<file path="config.mk">
export PLATFORM = sky130hd
export DESIGN_NAME = fetch_pc_unit_flat
export DESIGN_NICKNAME = d
export VERILOG_FILES = /design/src/rtl/fetch_pc_unit_pkg.sv /design/src/rtl/fetch_pc_unit_if.sv /design/src/rtl/fetch_pc_unit_return_stack.sv /design/src/rtl/fetch_pc_unit.sv /design/src/flat_wrapper.sv
export VERILOG_INCLUDE_DIRS = /design/src /design/src/rtl
export SDC_FILE = /design/constraint.sdc
export NUM_CORES = 1
export LEC_CHECK = 0
export ABC_AREA = 1
export CAP_MARGIN = 10
export CORE_MARGIN = 2
export CORE_UTILIZATION = 50
export CTS_CLUSTER_SIZE = 20
export DETAILED_ROUTE_END_ITERATION = 10
export PLACE_DENSITY = 0.74
export SETUP_SLACK_MARGIN = 0.1
export SLEW_MARGIN = 30
export SYNTH_ARGS = -nofsm -noshare
export SYNTH_HDL_FRONTEND = slang
export SYNTH_HIERARCHICAL = 1
export SYNTH_SLANG_ARGS = --single-unit
</file>
<file path="constraint.sdc">
create_clock -name clk -period 2.5 [get_ports clk]
set_input_delay 0.25 -clock clk [delete_from_list [all_inputs] [get_ports clk]]
set_output_delay 0.25 -clock clk [all_outputs]
set_load 0.005 [all_outputs]
</file>
<file path="src/rtl/opcodes.v">
// Shared opcode encodings and fetch-unit defaults for the 16-bit pipeline.
`ifndef OPCODES_V
`define OPCODES_V

`define OP_BEQ  4'h8
`define OP_BNE  4'h9
`define OP_JMP  4'hA
`define OP_CALL 4'hB
`define OP_RET  4'hC
`define OP_FOR  4'hD

`define RESET_PC_DEFAULT  16'h0000
`define RAS_DEPTH_DEFAULT 4

`endif

</file>
<file path="src/rtl/fetch_pc_unit_pkg.sv">
// Common types for the fetch PC unit.
`include "opcodes.v"

package fetch_pc_unit_pkg;
    // Next-PC source, in priority order.
    typedef enum logic [1:0] {
        NPC_HOLD,
        NPC_RAS,
        NPC_TARGET,
        NPC_SEQ
    } npc_sel_e;

    localparam int DEF_PC_W      = 16;
    localparam int DEF_RAS_DEPTH = `RAS_DEPTH_DEFAULT;

    // Select the next-PC source from stall/redirect/op.
    function automatic npc_sel_e npc_select(input logic stall, input logic kill,
                                            input logic [3:0] op);
        if (stall)              return NPC_HOLD;
        else if (!kill)         return NPC_SEQ;
        else if (op == `OP_RET) return NPC_RAS;
        else                    return NPC_TARGET;
    endfunction
endpackage

</file>
<file path="src/rtl/fetch_pc_unit_if.sv">
// Decode-to-fetch redirect bus: hazard side is master, fetch unit is slave.
interface fetch_pc_unit_if #(parameter int PC_W = 16);
    logic            stall;
    logic            kill;
    logic [3:0]      op;
    logic [PC_W-1:0] pc_id;
    logic [PC_W-1:0] target;
    logic [PC_W-1:0] pc;
    logic            flush;

    modport master (output stall, kill, op, pc_id, target, input pc, flush);
    modport slave  (input stall, kill, op, pc_id, target, output pc, flush);
endinterface

</file>
<file path="src/rtl/fetch_pc_unit_return_stack.sv">
// Circular return-address stack with saturating count and sticky error flags.
module return_stack #(
    parameter int PC_W  = 16,
    parameter int DEPTH = 4,
    localparam int AW   = $clog2(DEPTH),
    localparam int CW   = AW + 1
) (
    input  logic            clk,
    input  logic            rst_n,
    input  logic            push,
    input  logic            pop,
    input  logic [PC_W-1:0] push_data,
    output logic [PC_W-1:0] top,
    output logic [CW-1:0]   count,
    output logic            overflow,
    output logic            underflow
);
    logic [PC_W-1:0] mem [DEPTH];
    logic [AW-1:0]   ptr;       // next free slot; ptr-1 is the top entry

    wire full  = (count == CW'(DEPTH));
    wire empty = (count == '0);

    assign top = mem[ptr - AW'(1)];

    // Entry storage; contents are don't-care after reset.
    always_ff @(posedge clk) begin
        if (push) mem[ptr] <= push_data;
    end

    // Pointer, count and sticky flags. A full push overwrites the oldest
    // entry because the slot at ptr is the oldest once the ring has wrapped.
    always_ff @(posedge clk or negedge rst_n) begin
        if (!rst_n) begin
            ptr       <= '0;
            count     <= '0;
            overflow  <= 1'b0;
            underflow <= 1'b0;
        end else if (push) begin
            ptr <= ptr + AW'(1);
            if (full) overflow <= 1'b1;
            else      count    <= count + CW'(1);
        end else if (pop) begin
            if (empty) begin
                underflow <= 1'b1;
            end else begin
                ptr   <= ptr - AW'(1);
                count <= count - CW'(1);
            end
        end
    end
endmodule

</file>
<file path="src/rtl/fetch_pc_unit.sv">
// Fetch PC register and redirect mux; owns the return-address stack.
`include "opcodes.v"

module fetch_pc_unit
    import fetch_pc_unit_pkg::*;
#(
    parameter int              PC_W      = DEF_PC_W,
    parameter int              RAS_DEPTH = DEF_RAS_DEPTH,
    parameter logic [PC_W-1:0] RESET_PC  = PC_W'(`RESET_PC_DEFAULT)
) (
    input  logic                       clk,
    input  logic                       rst_n,
    fetch_pc_unit_if.slave             bus,
    output logic [$clog2(RAS_DEPTH):0] ras_count,
    output logic                       ras_overflow,
    output logic                       ras_underflow
);
    logic            redirect;
    logic            push, pop;
    logic [PC_W-1:0] ras_top;
    logic [PC_W-1:0] pc_q;
    npc_sel_e        sel;

    assign redirect  = bus.kill & ~bus.stall;
    assign bus.flush = redirect;
    assign push      = redirect & (bus.op == `OP_CALL);
    assign pop       = redirect & (bus.op == `OP_RET);
    assign sel       = npc_select(bus.stall, bus.kill, bus.op);
    assign bus.pc    = pc_q;

    return_stack #(.PC_W(PC_W), .DEPTH(RAS_DEPTH)) u_ras (
        .clk       (clk),
        .rst_n     (rst_n),
        .push      (push),
        .pop       (pop),
        .push_data (bus.pc_id + PC_W'(1)),
        .top       (ras_top),
        .count     (ras_count),
        .overflow  (ras_overflow),
        .underflow (ras_underflow)
    );

    // PC update; an empty-stack RET falls back to RESET_PC.
    always_ff @(posedge clk or negedge rst_n) begin
        if (!rst_n) begin
            pc_q <= RESET_PC;
        end else begin
            case (sel)
                NPC_HOLD:   pc_q <= pc_q;
                NPC_RAS:    pc_q <= (ras_count == '0) ? RESET_PC : ras_top;
                NPC_TARGET: pc_q <= bus.target;
                default:    pc_q <= pc_q + PC_W'(1);
            endcase
        end
    end
endmodule

</file>
<file path="src/flat_wrapper.sv">
// flat-port wrapper written by rule: the top's interface ports become plain ports
module fetch_pc_unit_flat import fetch_pc_unit_pkg::*;
#(
    parameter int              PC_W      = DEF_PC_W,
    parameter int              RAS_DEPTH = DEF_RAS_DEPTH,
    parameter logic [PC_W-1:0] RESET_PC  = PC_W'(`RESET_PC_DEFAULT)
)
  (clk, rst_n, ras_count, ras_overflow, ras_underflow, bus_stall, bus_kill, bus_op, bus_pc_id, bus_target, bus_pc, bus_flush);
  fetch_pc_unit_if #(.PC_W(PC_W)) bus_i ();
  input  logic clk;
  input  logic rst_n;
  output logic [$clog2(RAS_DEPTH):0] ras_count;
  output logic ras_overflow;
  output logic ras_underflow;
  input wire logic [$bits(bus_i.stall)-1:0] bus_stall;
  input wire logic [$bits(bus_i.kill)-1:0] bus_kill;
  input wire logic [$bits(bus_i.op)-1:0] bus_op;
  input wire logic [$bits(bus_i.pc_id)-1:0] bus_pc_id;
  input wire logic [$bits(bus_i.target)-1:0] bus_target;
  output wire logic [$bits(bus_i.pc)-1:0] bus_pc;
  output wire logic [$bits(bus_i.flush)-1:0] bus_flush;
  assign bus_i.stall = bus_stall;
  assign bus_i.kill = bus_kill;
  assign bus_i.op = bus_op;
  assign bus_i.pc_id = bus_pc_id;
  assign bus_i.target = bus_target;
  assign bus_pc = bus_i.pc;
  assign bus_flush = bus_i.flush;
  fetch_pc_unit #(.PC_W(PC_W), .RAS_DEPTH(RAS_DEPTH), .RESET_PC(RESET_PC)) u_core (.clk(clk), .rst_n(rst_n), .bus(bus_i), .ras_count(ras_count), .ras_overflow(ras_overflow), .ras_underflow(ras_underflow));
endmodule
</file>
==> results_dict.tcl <==
set metrics [dict create \
    status "finished, final reports clean" \
    drtPass1Iterations 4 \
    synthCells 474 \
    fin_total_pwr_w 0.004181 \
    grt_pass1_wl_um 15990 \
    hp-class "in -> async" \
    cp-end-kind "flop" \
    p_leak_nw 2.123 \
    max-slew-margin-rel_pct 69.87 \
    rsz0062_at_grt "false" \
    place_hpwl_um 6883 \
    wl_um 9586 \
    vias 3508 \
    start_util_pct 51.49 \
    maxCapViolations 0 \
    setup_ws_ns 0.4826 \
    seq_area_frac_synth_pct 55.61 \
    setup_violations 0 \
    yosysMostFrequentCell "nand2_1" \
    post-route-period-util_pct 80.70 \
    ios 62 \
    ys_types 37 \
    synth_warnings 6 \
    crit_arrival_ns 2.29 \
    antenna_cells 0 \
    critPathSlowestCell "dfrtp_1" \
    synth_top_area_share_pct 42.80 \
    tightest_slew_ns 0.4514 \
    grt_max_degree 35 \
    setup_tns_ns 0 \
    cts_tree "yes" \
    pre_cts_ws_ns 0.2238 \
    cts_resized 0 \
    cts.sinks 87 \
    wire_per_inst_um 14.66 \
    ys.flop_type "edfxtp_1" \
    syn_to_final_growth_pct 20.95 \
    cts_buffers 9 \
    ys_ff_latch 87 \
    fmax_mhz 495.7 \
    grt_pass1_vias 3430 \
    p_per_area_nw_per_um2 769.7 \
    hold_viol_final 0 \
    ir_worst_vdd_mv 0.3324 \
    die_width_um 98.77 \
    hold_buffers 0 \
    syn_avg_cell_area_sq_um 9.474 \
    synth_nets 521 \
    drc 0 \
    num-nets-final 588 \
    yosys.area.top_type "edfxtp_1" \
    h-tree-depth 3 \
    drive_above_1_share_pct 10.44 \
    clock_latency_ns 0.35 \
    final_cells 654 \
    worstPathRequired_ns 2.78 \
    core_sq_um 8721 \
    synthTopCellsByCount "87 x nand2_1, 76 x nor2_1, 64 x edfxtp_1" \
    cts_setup_buffers 0 \
    dpl.cell_count 638 \
    port_buffers 61 \
    crit_type "reg -> reg" \
    postRouteAntennaNets 0 \
    hold_ws_ns 0.2420 \
    clkTransAtPathRegs_ns 0.09 \
    postSynth.asyncResetShare_pct 26.44 \
    synth_edf_count 64 \
    worst_setup_path_start_kind "flop" \
    critPathBufInv 2 \
    drt-initial-drc-count 186 \
    synth_area_leaders "edfxtp_1 43%, dfrtp_1 13%, nand2_1 7.3%" \
    critPathMaxStageDelay_ns 0.42 \
    clock_path_buffers 2 \
    via_per_inst 5.364 \
    min_period_ns 2.017 \
    dieArea_sq_um 9756 \
    finClkSkew_ns 0.01410 \
    die_h_um 98.77 \
    finalWeightedCongestion 0.9568 \
    antenna_found_initial 0 \
    cp_max_fo 16 \
    cp_cell_sequence "inv_1 -> ha_1 -> inv_1 -> o21ai_0 -> o22ai_1 -> nand2_1 -> nor2_1 -> nor2_1 -> a21oi_2" \
    cts_root_buf "clkbuf_8" \
    syn_area_sq_um 4491 \
    path_delay_family "compound AO/OA/AOI/OAI gates" \
    fillerInstances 713 \
    maxSlewViolCount 0 \
    row_count 34 \
    grt_use_total_pct 20.42 \
    grt-ovfl-total 0 \
]
## per-stage QoR
step                      area [sq um]  util, %
after detailed placement          5226    59.93
final                             5431    62.28
after CTS                         5431    62.28
after floorplan                   4491        -
after global routing              5431    62.28
after global placement            5226    59.93
## registers in the layout, summed over array words and instances (netlist names)
signal,cells
u_core/u_ras/underflow,1
u_core/u_ras/count,3
u_core/u_ras/overflow,1
u_core/u_ras/mem,64
u_core/bus.pc,16
u_core/u_ras/ptr,2
## final timing paths
path	startpoint	end	slack, ns	depth (start not counted)
worst min-delay path	rst_n	u_core/bus.pc[4]	0.24	2
min in group clk	u_core/u_ras/overflow	u_core/u_ras/overflow	0.47	1
max in group asynchronous	rst_n	u_core/bus.pc[10]	2.01	2
worst min register to register	u_core/u_ras/overflow	u_core/u_ras/overflow	0.47	1
worst max-delay path	u_core/u_ras/ptr[1]	u_core/bus.pc[13]	0.48	9
worst max register to register	u_core/u_ras/ptr[1]	u_core/bus.pc[13]	0.48	9
## kinds of logic after synthesis
family | synth area share, %
buf+inv | 5.767
xor+xnor | 3.288
flops | 55.61
fa+ha+maj | 2.118
compound gates | 10.50
simple gates | 22.71
## cells in the final DEF (no fill, tap or decap), types with 7 or more instances in the layout
| cell type | instances |
|---|---|
| nand2_1 | 87 |
| nor2_1 | 76 |
| edfxtp_1 | 64 |
| clkdlybuf4s50_1 | 61 |
| o21ai_0 | 37 |
| inv_1 | 36 |
| nand3_1 | 34 |
| dfrtp_1 | 23 |
| o22ai_1 | 16 |
| buf_4 | 11 |
| a21oi_1 | 11 |
| clkbuf_8 | 9 |
| xor2_1 | 8 |
| nand4_1 | 8 |
| xnor2_1 | 7 |
## final cells by class
type	count	area, sq um	area share, %
Sequential cell	87	2497	45.98
Multi-Input combinational cell	331	1734	31.93
Timing Repair Buffer	73	713.2	13.13
Inverter	39	146.4	2.695
Tap cell	108	135.1	2.488
Clock buffer	10	127.6	2.350
Clock inverter	6	77.57	1.428
## routing by layer
layer / vias to the layer above / global-route usage [%] / part of all wire (%)
met5: - / 0 / 0
met4: 0 / 5.058 / 0.77
met3: 8 / 3.759 / 6.0
met2: 110 / 34.72 / 49
met1: 1647 / 27.26 / 44
li1: 1743 / - / -
## where the power goes
group | leakage, nW | switching (W) | internal [W]
Combinational | 1.16 | 0.000869 | 0.000577
Clock | 0.101 | 0.000507 | 0.000479
Sequential | 0.860 | 0.000111 | 0.00164
Total | 2.12 | 0.00149 | 0.00269
Note: power is estimated with default switching activity, not from simulation.
